### config.mk
export PLATFORM = sky130hd
export DESIGN_NAME = sine_cell_scanner_flat
export DESIGN_NICKNAME = d
export VERILOG_FILES = /design/src/rtl/vga_timing_pkg.sv /design/src/rtl/sine_cell_scanner_if.sv /design/src/rtl/vga_sync_gen.sv /design/src/rtl/sine_cell_scanner.sv /design/src/flat_wrapper.sv
export SDC_FILE = /design/constraint.sdc
export NUM_CORES = 1
export LEC_CHECK = 0
export ABC_AREA = 1
export CAP_MARGIN = 10
export CORE_MARGIN = 2
export CORE_UTILIZATION = 60
export DETAILED_ROUTE_END_ITERATION = 8
export GPL_TIMING_DRIVEN = 0
export PLACE_DENSITY = 0.8
export REMOVE_ABC_BUFFERS = 1
export SLEW_MARGIN = 25
export SYNTH_ARGS = -nofsm -noshare
export SYNTH_HDL_FRONTEND = slang
export SYNTH_HIERARCHICAL = 1
export SYNTH_SLANG_ARGS = --single-unit
### constraint.sdc
create_clock -name clk -period 2.2 [get_ports clk]
set_clock_uncertainty 0.05 [all_clocks]
set_input_delay 0.55 -clock clk [delete_from_list [all_inputs] [get_ports clk]]
set_output_delay 0.55 -clock clk [all_outputs]
set_load 0.05 [all_outputs]
### src/rtl/vga_timing_pkg.sv
// Shared 640x480@60 VGA timing constants and cell geometry for the pattern layers.
// The output stage and other layers reuse these values.
package vga_timing_pkg;

    localparam int H_ACTIVE = 640;
    localparam int H_FP     = 16;
    localparam int H_SYNC   = 96;
    localparam int H_BP     = 48;
    localparam int V_ACTIVE = 480;
    localparam int V_FP     = 10;
    localparam int V_SYNC   = 2;
    localparam int V_BP     = 33;

    localparam int H_TOTAL = H_ACTIVE + H_FP + H_SYNC + H_BP;
    localparam int V_TOTAL = V_ACTIVE + V_FP + V_SYNC + V_BP;

    localparam int H_SYNC_START = H_ACTIVE + H_FP;
    localparam int H_SYNC_END   = H_ACTIVE + H_FP + H_SYNC;
    localparam int V_SYNC_START = V_ACTIVE + V_FP;
    localparam int V_SYNC_END   = V_ACTIVE + V_FP + V_SYNC;

    localparam int CELL_W     = 10;
    localparam int CELL_H     = 20;
    localparam int SCROLL_DIV = 2;

    localparam int X_W = 6;
    localparam int Y_W = 5;

    function automatic logic in_window(input int value, input int lo, input int hi);
        return (value >= lo) && (value < hi);
    endfunction

endpackage

### src/rtl/sine_cell_scanner_if.sv
// Video/cell bus between the cell scanner (master) and the sine pattern layer (slave).
interface sine_cell_scanner_if;
    import vga_timing_pkg::*;

    logic           scroll_en;
    logic [X_W-1:0] x;
    logic [Y_W-1:0] y;
    logic           de;
    logic           hsync;
    logic           vsync;
    logic           frame_start;

    modport master (input scroll_en, output x, y, de, hsync, vsync, frame_start);
    modport slave  (output scroll_en, input x, y, de, hsync, vsync, frame_start);

endinterface

### src/rtl/vga_sync_gen.sv
// Pixel/line counters with active-area, sync and line/frame-end decodes.
// Decodes are combinational from the counters; the consumer registers them.
module vga_sync_gen #(
    parameter int H_ACTIVE = vga_timing_pkg::H_ACTIVE,
    parameter int H_TOTAL  = vga_timing_pkg::H_TOTAL,
    parameter int HS_START = vga_timing_pkg::H_SYNC_START,
    parameter int HS_END   = vga_timing_pkg::H_SYNC_END,
    parameter int V_ACTIVE = vga_timing_pkg::V_ACTIVE,
    parameter int V_TOTAL  = vga_timing_pkg::V_TOTAL,
    parameter int VS_START = vga_timing_pkg::V_SYNC_START,
    parameter int VS_END   = vga_timing_pkg::V_SYNC_END
) (
    input  logic clk,
    input  logic rst_n,
    output logic de_s,
    output logic h_active_s,
    output logic hsync_s,
    output logic vsync_s,
    output logic line_end_s,
    output logic frame_end_s,
    output logic origin_s
);
    import vga_timing_pkg::*;

    localparam int HW = $clog2(H_TOTAL);
    localparam int VW = $clog2(V_TOTAL);

    logic [HW-1:0] hcnt_r;
    logic [VW-1:0] vcnt_r;

    assign line_end_s  = (hcnt_r == HW'(H_TOTAL - 1));
    assign frame_end_s = line_end_s && (vcnt_r == VW'(V_TOTAL - 1));
    assign origin_s    = (hcnt_r == HW'(0)) && (vcnt_r == VW'(0));
    assign h_active_s  = (int'(hcnt_r) < H_ACTIVE);
    assign de_s        = h_active_s && (int'(vcnt_r) < V_ACTIVE);
    assign hsync_s     = !in_window(int'(hcnt_r), HS_START, HS_END);
    assign vsync_s     = !in_window(int'(vcnt_r), VS_START, VS_END);

    // Raster position: pixel counter wraps per line, line counter wraps per frame.
    always_ff @(posedge clk or negedge rst_n) begin
        if (!rst_n) begin
            hcnt_r <= HW'(0);
            vcnt_r <= VW'(0);
        end else if (line_end_s) begin
            hcnt_r <= HW'(0);
            vcnt_r <= frame_end_s ? VW'(0) : vcnt_r + VW'(1);
        end else begin
            hcnt_r <= hcnt_r + HW'(1);
        end
    end

endmodule

### src/rtl/sine_cell_scanner.sv
// Cell-coordinate scanner feeding the sine pattern layer: cell counters,
// per-frame scroll phase and the registered video/cell outputs.
module sine_cell_scanner #(
    parameter int H_ACTIVE   = vga_timing_pkg::H_ACTIVE,
    parameter int H_FP       = vga_timing_pkg::H_FP,
    parameter int H_SYNC     = vga_timing_pkg::H_SYNC,
    parameter int H_BP       = vga_timing_pkg::H_BP,
    parameter int V_ACTIVE   = vga_timing_pkg::V_ACTIVE,
    parameter int V_FP       = vga_timing_pkg::V_FP,
    parameter int V_SYNC     = vga_timing_pkg::V_SYNC,
    parameter int V_BP       = vga_timing_pkg::V_BP,
    parameter int CELL_W     = vga_timing_pkg::CELL_W,
    parameter int CELL_H     = vga_timing_pkg::CELL_H,
    parameter int SCROLL_DIV = vga_timing_pkg::SCROLL_DIV
) (
    input logic                 clk,
    input logic                 rst_n,
    sine_cell_scanner_if.master bus
);
    import vga_timing_pkg::*;

    localparam int XSW = $clog2(CELL_W + 1);
    localparam int YSW = $clog2(CELL_H + 1);

    logic de_s, h_active_s, hsync_s, vsync_s, line_end_s, frame_end_s, origin_s;

    logic [XSW-1:0] x_sub_r;
    logic [X_W-1:0] x_cell_r;
    logic [YSW-1:0] y_sub_r;
    logic [Y_W-1:0] y_cell_r;
    logic [X_W-1:0] phase_r, phase_nxt_s;
    logic [3:0]     div_r, div_nxt_s;

    logic [X_W-1:0] x_r;
    logic [Y_W-1:0] y_r;
    logic           de_r, hsync_r, vsync_r, frame_start_r;

    vga_sync_gen #(
        .H_ACTIVE (H_ACTIVE),
        .H_TOTAL  (H_ACTIVE + H_FP + H_SYNC + H_BP),
        .HS_START (H_ACTIVE + H_FP),
        .HS_END   (H_ACTIVE + H_FP + H_SYNC),
        .V_ACTIVE (V_ACTIVE),
        .V_TOTAL  (V_ACTIVE + V_FP + V_SYNC + V_BP),
        .VS_START (V_ACTIVE + V_FP),
        .VS_END   (V_ACTIVE + V_FP + V_SYNC)
    ) u_sync (
        .clk         (clk),
        .rst_n       (rst_n),
        .de_s        (de_s),
        .h_active_s  (h_active_s),
        .hsync_s     (hsync_s),
        .vsync_s     (vsync_s),
        .line_end_s  (line_end_s),
        .frame_end_s (frame_end_s),
        .origin_s    (origin_s)
    );

    // Next scroll phase/divider; only the last cycle of a frame may move them.
    always_comb begin
        phase_nxt_s = phase_r;
        div_nxt_s   = div_r;
        if (frame_end_s && bus.scroll_en) begin
            if (int'(div_r) >= SCROLL_DIV - 1) begin
                div_nxt_s   = 4'd0;
                phase_nxt_s = phase_r + 6'd1;
            end else begin
                div_nxt_s   = div_r + 4'd1;
            end
        end else begin
            phase_nxt_s = phase_r;
            div_nxt_s   = div_r;
        end
    end

    // Scroll phase state.
    always_ff @(posedge clk or negedge rst_n) begin
        if (!rst_n) begin
            phase_r <= 6'd0;
            div_r   <= 4'd0;
        end else begin
            phase_r <= phase_nxt_s;
            div_r   <= div_nxt_s;
        end
    end

    // Cell counters; x_cell reloads the phase so the next line (or frame) starts shifted.
    always_ff @(posedge clk or negedge rst_n) begin
        if (!rst_n) begin
            x_sub_r  <= XSW'(0);
            x_cell_r <= 6'd0;
            y_sub_r  <= YSW'(0);
            y_cell_r <= 5'd0;
        end else begin
            if (line_end_s) begin
                x_sub_r  <= XSW'(0);
                x_cell_r <= phase_nxt_s;
            end else if (h_active_s) begin
                if (x_sub_r == XSW'(CELL_W - 1)) begin
                    x_sub_r  <= XSW'(0);
                    x_cell_r <= x_cell_r + 6'd1;
                end else begin
                    x_sub_r  <= x_sub_r + XSW'(1);
                end
            end
            if (frame_end_s) begin
                y_sub_r  <= YSW'(0);
                y_cell_r <= 5'd0;
            end else if (line_end_s) begin
                if (y_sub_r == YSW'(CELL_H - 1)) begin
                    y_sub_r  <= YSW'(0);
                    y_cell_r <= y_cell_r + 5'd1;
                end else begin
                    y_sub_r  <= y_sub_r + YSW'(1);
                end
            end
        end
    end

    // Output registers: one cycle behind the raster counters, coordinates blanked outside de.
    always_ff @(posedge clk or negedge rst_n) begin
        if (!rst_n) begin
            x_r           <= 6'd0;
            y_r           <= 5'd0;
            de_r          <= 1'b0;
            hsync_r       <= 1'b1;
            vsync_r       <= 1'b1;
            frame_start_r <= 1'b0;
        end else begin
            x_r           <= de_s ? x_cell_r : 6'd0;
            y_r           <= de_s ? y_cell_r : 5'd0;
            de_r          <= de_s;
            hsync_r       <= hsync_s;
            vsync_r       <= vsync_s;
            frame_start_r <= origin_s;
        end
    end

    assign bus.x           = x_r;
    assign bus.y           = y_r;
    assign bus.de          = de_r;
    assign bus.hsync       = hsync_r;
    assign bus.vsync       = vsync_r;
    assign bus.frame_start = frame_start_r;

endmodule

### src/flat_wrapper.sv
// flat-port wrapper written by rule: the top's interface ports become plain ports
module sine_cell_scanner_flat import vga_timing_pkg::*;
#(
    parameter int H_ACTIVE   = vga_timing_pkg::H_ACTIVE,
    parameter int H_FP       = vga_timing_pkg::H_FP,
    parameter int H_SYNC     = vga_timing_pkg::H_SYNC,
    parameter int H_BP       = vga_timing_pkg::H_BP,
    parameter int V_ACTIVE   = vga_timing_pkg::V_ACTIVE,
    parameter int V_FP       = vga_timing_pkg::V_FP,
    parameter int V_SYNC     = vga_timing_pkg::V_SYNC,
    parameter int V_BP       = vga_timing_pkg::V_BP,
    parameter int CELL_W     = vga_timing_pkg::CELL_W,
    parameter int CELL_H     = vga_timing_pkg::CELL_H,
    parameter int SCROLL_DIV = vga_timing_pkg::SCROLL_DIV
)
  (clk, rst_n, bus_scroll_en, bus_x, bus_y, bus_de, bus_hsync, bus_vsync, bus_frame_start);
  sine_cell_scanner_if bus_i ();
  input logic clk;
  input logic rst_n;
  input wire logic [$bits(bus_i.scroll_en)-1:0] bus_scroll_en;
  output wire logic [$bits(bus_i.x)-1:0] bus_x;
  output wire logic [$bits(bus_i.y)-1:0] bus_y;
  output wire logic [$bits(bus_i.de)-1:0] bus_de;
  output wire logic [$bits(bus_i.hsync)-1:0] bus_hsync;
  output wire logic [$bits(bus_i.vsync)-1:0] bus_vsync;
  output wire logic [$bits(bus_i.frame_start)-1:0] bus_frame_start;
  assign bus_i.scroll_en = bus_scroll_en;
  assign bus_x = bus_i.x;
  assign bus_y = bus_i.y;
  assign bus_de = bus_i.de;
  assign bus_hsync = bus_i.hsync;
  assign bus_vsync = bus_i.vsync;
  assign bus_frame_start = bus_i.frame_start;
  sine_cell_scanner #(.H_ACTIVE(H_ACTIVE), .H_FP(H_FP), .H_SYNC(H_SYNC), .H_BP(H_BP), .V_ACTIVE(V_ACTIVE), .V_FP(V_FP), .V_SYNC(V_SYNC), .V_BP(V_BP), .CELL_W(CELL_W), .CELL_H(CELL_H), .SCROLL_DIV(SCROLL_DIV)) u_core (.clk(clk), .rst_n(rst_n), .bus(bus_i));
endmodule
==> results by group, run 1 <==
Critical path
  – CP Capture Type: register
  – Slowest-stage cell, CP: dfrtp_1
  – Critical Path Start Type: register
  – Buf+Inv Stages, Crit Path: 3
  – CP Data Required Time: 2.43 ns
  – WP data arrival: 2.34 ns
  – Crit path largest cell delay: 0.40 ns
  – Crit path kind: register to register
  – CP max FO: 4
  – Crit path top cell by count: nand2_1
  – Critical Path, Cell by Cell: inv_2, ha_1, inv_1, nor2_2, nand2_1, nor2_2, nand2_2, inv_4, nand2_4, nor2_4, nand2_2, or2_1, nand3_2, nand2_1, nand2_1
  – CP delay by family, top: simple AND/OR/NAND/NOR gates

GRT
  – Gr ovfl total: 0
  – Pin count of the biggest net entering global routing: 36
  – Initial antenna violation count: 0
  – Vias in the first global route: 2472
  – First-pass GRT wire length: 11.0 mm
  – Total GRT Usage: 0.225

Final layout
  – Multi-input gate area: 1550 µm²
  – # diodes: 0
  – Fraction of layout cells with a size suffix above 1: 0.166
  – Finished Layout Cells: 519
  – Final Util: 0.723
  – # nets final: between 400 and 500
  – Layout fillers: 406
  – Reg area: between 1500 and 2000 µm²
  – Area Growth Syn to Fin: 16.4%
  – Post-route design area: around 4000 µm²

Routing
  – Vias: 2667
  – DRC violations left: 0
  – Avg WL per Cell: approximately 13 µm
  – DRT antenna net count: 0
  – Initial DRC count: roughly 140
  – Pre-Repair DR Iteration Count: 4
  – Total Wirelength: 6.57 mm
  – Vias/cell: between 5 and 6

Clock network
  – Root Buffer: clkbuf_8
  – Reg clk slew, reported paths: 0.08 ns
  – Worst-Skew Late Latency: around 0.34 ns
  – CTS Hold Bufs: 0
  – CTS tree: yes
  – Longest Clk Path Bufs: 2
  – CTS buffer count: 9
  – CTS H-tree depth: 3
  – CTS Sinks: 65

Yosys
  – Post-synth design cell area: roughly 3400 µm²
  – Yosys warns: 6
  – Synth area leaders: dfrtp_1 (46%), nand2_1 (9.8%), inv_1 (6.3%), nand3_1 (5.4%), ha_1 (4.8%)
  – Post-synthesis sequential area ratio: 0.476
  – Post-synth EDFFs: 0
  – Post-synth top cells: nand2_1 (89), dfrtp_1 (63), inv_1 (57), nor2_1 (39), nand3_1 (37)
  – Synth Area per Inst: 8.43 µm²
  – Post-synthesis cell type count: 39
  – Syn Inst Count: ~410
  – FF+latch count, synth: 65
  – Yosys top cell area share: 0.461
  – Top_reg_cell synth: dfrtp_1
  – Most numerous cell in the Yosys netlist: nand2_1
  – Asr flop ratio synth: 1.00
  – Top cell type by total area after synthesis: dfrtp_1

Power
  – Pwr dens: around 550 nW/µm²
  – Total power: 2.20 mW
  – P_leak: 2.03 nW
  – Peak supply drop: about 420 µV

STA
  – Max-slew headroom: 0.517
  – Fin. Hold Viols: 0
  – Setup_tns: 0 ns
  – FMAX: 473 MHz
  – Final Hold Slack: between 0.08 and 0.09 ns
  – Setup Viol. Count Final: 0
  – Fin crit period: 2.11 ns
  – Final setup margin: between 0.08 and 0.09 ns
  – Tcrit/Tclk final: 0.961
  – Fin. max-slew vios: 0
  – Slew @ Worst Pin: 0.720 ns

Worst hold path
  – Min-delay worst type: primary input to async pin

Placement
  – RePlAce Congestion: 0.896
  – Input/output buffers: 17
  – Placed inst area: between 3000 and 4000 µm²
  – Dpl ws: -0.333 ns
  – Post-DP HPWL: 4.39 mm
  – Placed Instances: a little under 500

Floorplan
  – Row count: 27
  – Starting Density: 0.621
  – Die H: 79.5 µm
  – Core area: 5510 µm²
  – Chip width: 79.5 µm
  – Die area: roughly 6300 µm²
  – Number of top-level pins: 18

Job
  – Max Cap Viol: 0

Status
  – Status: completed
## worst reg2reg max path, stage by stage (launching register included)
cell	delay, ns
dfrtp_1	0.40
inv_2	0.09
ha_1	0.15
inv_1	0.06
nor2_2	0.15
nand2_1	0.10
nor2_2	0.17
nand2_2	0.09
inv_4	0.08
nand2_4	0.08
nor2_4	0.14
nand2_2	0.06
or2_1	0.27
nand3_2	0.07
nand2_1	0.05
nand2_1	0.05
## kinds of logic after synthesis
kind of cell    count (synthesis)  share of synthesized area
simple gates                  207                      0.290
xor+xnor                       22                     0.0563
flops                          65                      0.476
fa+ha+maj                      13                     0.0476
compound gates                 29                     0.0476
buf+inv                        70                     0.0819
## worst paths after layout
| check | cells after the start | end | from | slack [ns] |
|---|---|---|---|---|
| setup / recovery | 15 | u_core/x_cell_r[2] | u_core/u_sync/vcnt_r[0] | 0.09 |
| hold / removal | 1 | u_core/y_cell_r[1] | rst_n | 0.08 |
| setup reg to reg | 15 | u_core/x_cell_r[2] | u_core/u_sync/vcnt_r[0] | 0.09 |
| hold reg to reg | 2 | u_core/bus.x[5] | u_core/x_cell_r[5] | 0.45 |
| max in group asynchronous | 2 | u_core/bus.vsync | rst_n | 1.44 |
| min in group clk | 2 | u_core/bus.x[5] | u_core/x_cell_r[5] | 0.45 |
## registers in the layout, summed over array words and instances (netlist names)
| name | count |
|---|---|
| u_core/x_sub_r | 4 |
| u_core/x_cell_r | 6 |
| u_core/bus.frame_start | 1 |
| u_core/y_sub_r | 5 |
| u_core/bus.vsync | 1 |
| u_core/bus.y | 5 |
| u_core/phase_r | 6 |
| u_core/u_sync/vcnt_r | 10 |
| u_core/div_r | 4 |
| u_core/bus.x | 6 |
| u_core/u_sync/hcnt_r | 10 |
| u_core/y_cell_r | 5 |
| u_core/bus.hsync | 1 |
| u_core/bus.de | 1 |
## metal layers
metal	vias up	routed length, µm	track usage
met2	51	3360	0.376
met1	1255	2840	0.279
met5	-	0	0
met4	0	122	0.0828
met3	12	250	0.0600
li1	1349	-	-
## layout by cell type, fill, tap and decap left out, types with 9 or more instances in the layout
cell | netlist | final
a21oi_1 | 9 | 9
buf_4 | 0 | 12
xor2_1 | 18 | 18
o21ai_0 | 10 | 10
nand2_1 | 89 | 86
nor2_1 | 39 | 37
nor2_2 | 7 | 10
inv_1 | 57 | 54
nand3_1 | 37 | 35
clkbuf_8 | 0 | 9
clkdlybuf4s50_1 | 0 | 14
ha_1 | 13 | 13
nand4_1 | 9 | 9
dfrtp_1 | 63 | 62
## timing repair
item,4_1_cts,5_1_grt
resized for setup,6,10
pin swaps,1,5
gates cloned,1,0
setup endpoints to repair,22,15
buffers inserted,1,10
## area by class of cell
| type | instances | area share |
|---|---|---|
| clock buffer | 11 | 0.0330 |
| tap | 72 | 0.0226 |
| timing repair buffer | 29 | 0.0673 |
| multi-input combinational | 272 | 0.389 |
| inverter | 65 | 0.0641 |
| sequential | 65 | 0.409 |
| clock inverter | 5 | 0.0141 |
## report_power, final
part	switching, mW	total (mW)	internal (mW)	leakage (nW)
Sequential	0	1.19	1.19	0.820
Clock	0.458	0.980	0.522	0.0933
Combinational	0.0233	0.0298	0.00648	1.12
Total	0.481	2.20	1.72	2.03
Note: power is estimated with default switching activity, not from simulation.
==> run 2, diff against run 1 <==
--- a/config.mk
+++ b/config.mk
@@ -9,9 +9,10 @@
 export CAP_MARGIN = 10
 export CORE_MARGIN = 2
 export CORE_UTILIZATION = 60
+export CTS_CLUSTER_DIAMETER = 100
 export DETAILED_ROUTE_END_ITERATION = 8
 export GPL_TIMING_DRIVEN = 0
-export PLACE_DENSITY = 0.8
+export PLACE_DENSITY_LB_ADDON = 0.05
 export REMOVE_ABC_BUFFERS = 1
 export SLEW_MARGIN = 25
 export SYNTH_ARGS = -nofsm -noshare
==> run 2 against run 1 <==
Against the previous run:
- critical endpoint is now bus_frame_start
- fmax rose by 1.2%
- flip-flop and latch count did not move
- utilization rose by 0.64 points
- critical path type is now register to primary output
- critical path depth fell by 14
- routed wire length fell by 3.0%
- sequential share of layout area fell by 0.36 points
- largest cell class unchanged
- combinational power fell by 1%
- power rose by 18%
- largest power group is now clock
- via count fell by 1.2%
- highest routed layer unchanged
- count of clock-buffer cells in the layout fell by 1
==> results by group, run 2 (synthesized netlist as in run 1, its figures left out) <==
Power
  – Pwr dens: 648 nW/µm² (+17%)
  – Peak supply drop: 489 µV (+15%)
  – Total power: 2.60 mW (+18%)
  – P_leak: 2.05 nW (+0.79%)

Critical path
  – Crit. Startpoint: u_core/bus.frame_start
  – Flop2flop setup slack: 0.17 ns (+0.08 ns)
  – WP data arrival: 1.49 ns (-0.85 ns)
  – CP delay by family, top: buffers and inverters
  – Slowest-stage cell, CP: clkdlybuf4s50_1
  – CP Data Required Time: 1.60 ns (-0.83 ns)
  – Worst reg2reg endpoint: u_core/x_cell_r[2]
  – Crit path largest cell delay: 0.81 ns (+0.41 ns)
  – Critical Path, Cell by Cell: clkdlybuf4s50_1
  – Crit path kind: register to primary output
  – CP Capture Point: bus_frame_start
  – Critical Path Start Type: register
  – CP Depth: 1 (-14)
  – R2R depth: 15 (unchanged)
  – Buf+Inv Stages, Crit Path: 1 (-2)
  – CP max FO: 1 (-3)
  – CP Capture Type: primary output
  – R2r startpoint: u_core/u_sync/vcnt_r[1]

Floorplan
  – Core area: 5510 µm² (unchanged)
  – Die area: 6320 µm² (unchanged)
  – Die H: 79.5 µm (unchanged)
  – Chip width: 79.5 µm (unchanged)
  – Starting Density: 0.621 (unchanged)
  – Row count: 27 (unchanged)
  – Number of top-level pins: 18 (unchanged)

GRT
  – Pin count of the biggest net entering global routing: 37 (+2.8%)
  – Vias in the first global route: 2492 (+0.81%)
  – First-pass GRT wire length: 11.0 mm (-0.13%)
  – Initial antenna violation count: 0 (unchanged)
  – Total GRT Usage: 0.227 (+0.00184)
  – Gr ovfl total: 0 (unchanged)

Clock network
  – CTS H-tree depth: 3 (unchanged)
  – CTS Sinks: 65 (unchanged)
  – Worst-Skew Late Latency: 0.34 ns (about the same)
  – CTS buffer count: 9 (unchanged)
  – Longest Clk Path Bufs: 2 (unchanged)
  – CTS tree: yes
  – CTS Hold Bufs: 0 (unchanged)
  – Root Buffer: clkbuf_8
  – Reg clk slew, reported paths: 0.07 ns (about the same)

Routing
  – Initial DRC count: 122 (-11%)
  – Total Wirelength: 6.37 mm (-3.0%)
  – Vias/cell: 5.13 (-0.24%)
  – Pre-Repair DR Iteration Count: 5 (+1)
  – DRT antenna net count: 0 (unchanged)
  – Avg WL per Cell: 12.4 µm (-2.1%)
  – Vias: 2635 (-1.2%)
  – DRC violations left: 0 (unchanged)

Worst hold path
  – Min-delay worst type: primary input to async pin

Final layout
  – Fraction of layout cells with a size suffix above 1: 0.152 (-0.0140)
  – Largest registers: u_core/u_sync/hcnt_r: 10 flops, u_core/u_sync/vcnt_r: 10 flops
  – Commonest non-fill, non-tap cell in the layout: nand2_1
  – # nets final: 453 (-1.1%)
  – Finished Layout Cells: 514 (-0.96%)
  – # diodes: 0 (unchanged)
  – Final Util: 0.729 (+0.00636)
  – Commonest non-fill, non-tap cells in the layout: nand2_1 (87), dfrtp_1 (62), inv_1 (55)
  – Layout fillers: 416 (+2.5%)
  – Area Growth Syn to Fin: 17.4%

STA
  – Fin crit period: 2.09 ns (-0.0258 ns)
  – Fin. Hold Viols: 0 (unchanged)
  – Setup Viol. Count Final: 0 (unchanged)
  – Max-slew headroom: 0.528 (+0.0114)
  – Tcrit/Tclk final: 0.949 (-0.0117)
  – FMAX: 479 MHz (+1.2%)
  – Fin. max-slew vios: 0 (unchanged)
  – Slew @ Worst Pin: 0.703 ns (-0.0170 ns)

Placement
  – Input/output buffers: 17 (unchanged)
  – RePlAce Congestion: 0.890 (-0.73%)
  – Post-DP HPWL: 4.28 mm (-2.4%)
  – Placed Instances: 491 (unchanged)

Job
  – Max Cap Viol: 0 (unchanged)

Status
  – Status: completed
[run 2: worst min path at each step]
| stage | startpoint | slack (ns) | to | cells past startpoint |
|---|---|---|---|---|
| 6_report | rst_n | 0.08 | u_core/div_r[0] | 1 |
| 5_1_grt | rst_n | 0.09 | u_core/div_r[0] | 1 |
| 4_1_cts | rst_n | 0.09 | u_core/y_cell_r[3] | 1 |
| 3_5_place_dp | u_core/div_r[2] | 0.44 | u_core/div_r[2] | 2 |
| 3_3_place_gp | u_core/phase_r[5] | 0.42 | u_core/phase_r[5] | 2 |
| 2_1_floorplan | rst_n | 0.20 | u_core/bus.de | 0 |
[run 2: cell type report]
| class | count | area (µm²) | area share |
|---|---|---|---|
| clock inverter | 6 | 138 | 0.0343 |
| timing repair buffer | 24 | 230 | 0.0573 |
| sequential | 65 | 1630 | 0.406 |
| tap | 72 | 90.1 | 0.0224 |
| clock buffer | 10 | 138 | 0.0343 |
| inverter | 65 | 255 | 0.0636 |
| multi-input combinational | 272 | 1540 | 0.382 |
[run 2: what timing repair did]
action,CTS,global route
cloned,1,0
pin swaps,1,0
endpoints found under the setup margin,25,11
resized for setup,5,6
buffers inserted,1,5
[run 2: power by group]
part           total, mW  internal, mW  switching [mW]
logic             0.0294       0.00640          0.0230
clock network       1.38         0.904           0.474
registers           1.19          1.19               0
[run 2: stage by stage]
step	instance area [µm²]	TNS, ns	hold slack (ns)	worst slack, ns
3_5_place_dp	3670	-4.31	0.435	-0.400
2_1_floorplan	3390	0	0.204	0.151
6_report	4020	0	0.0796	0.112
3_3_place_gp	3650	-103.96	0.424	-1.56
5_1_grt	4020	-0.00405	0.0932	-0.00405
4_1_cts	3970	0	0.0875	0.0244
[run 2: layer usage]
metal / wire length, µm / GRT usage / part of all wire / up-vias
met2: 3110 / 0.382 / 0.49 / 45
met4: 60 / 0.0741 / 0.0094 / 0
met3: 213 / 0.0645 / 0.033 / 8
met1: 2990 / 0.280 / 0.47 / 1235
li1: - / - / - / 1347
met5: 0 / 0 / 0 / -
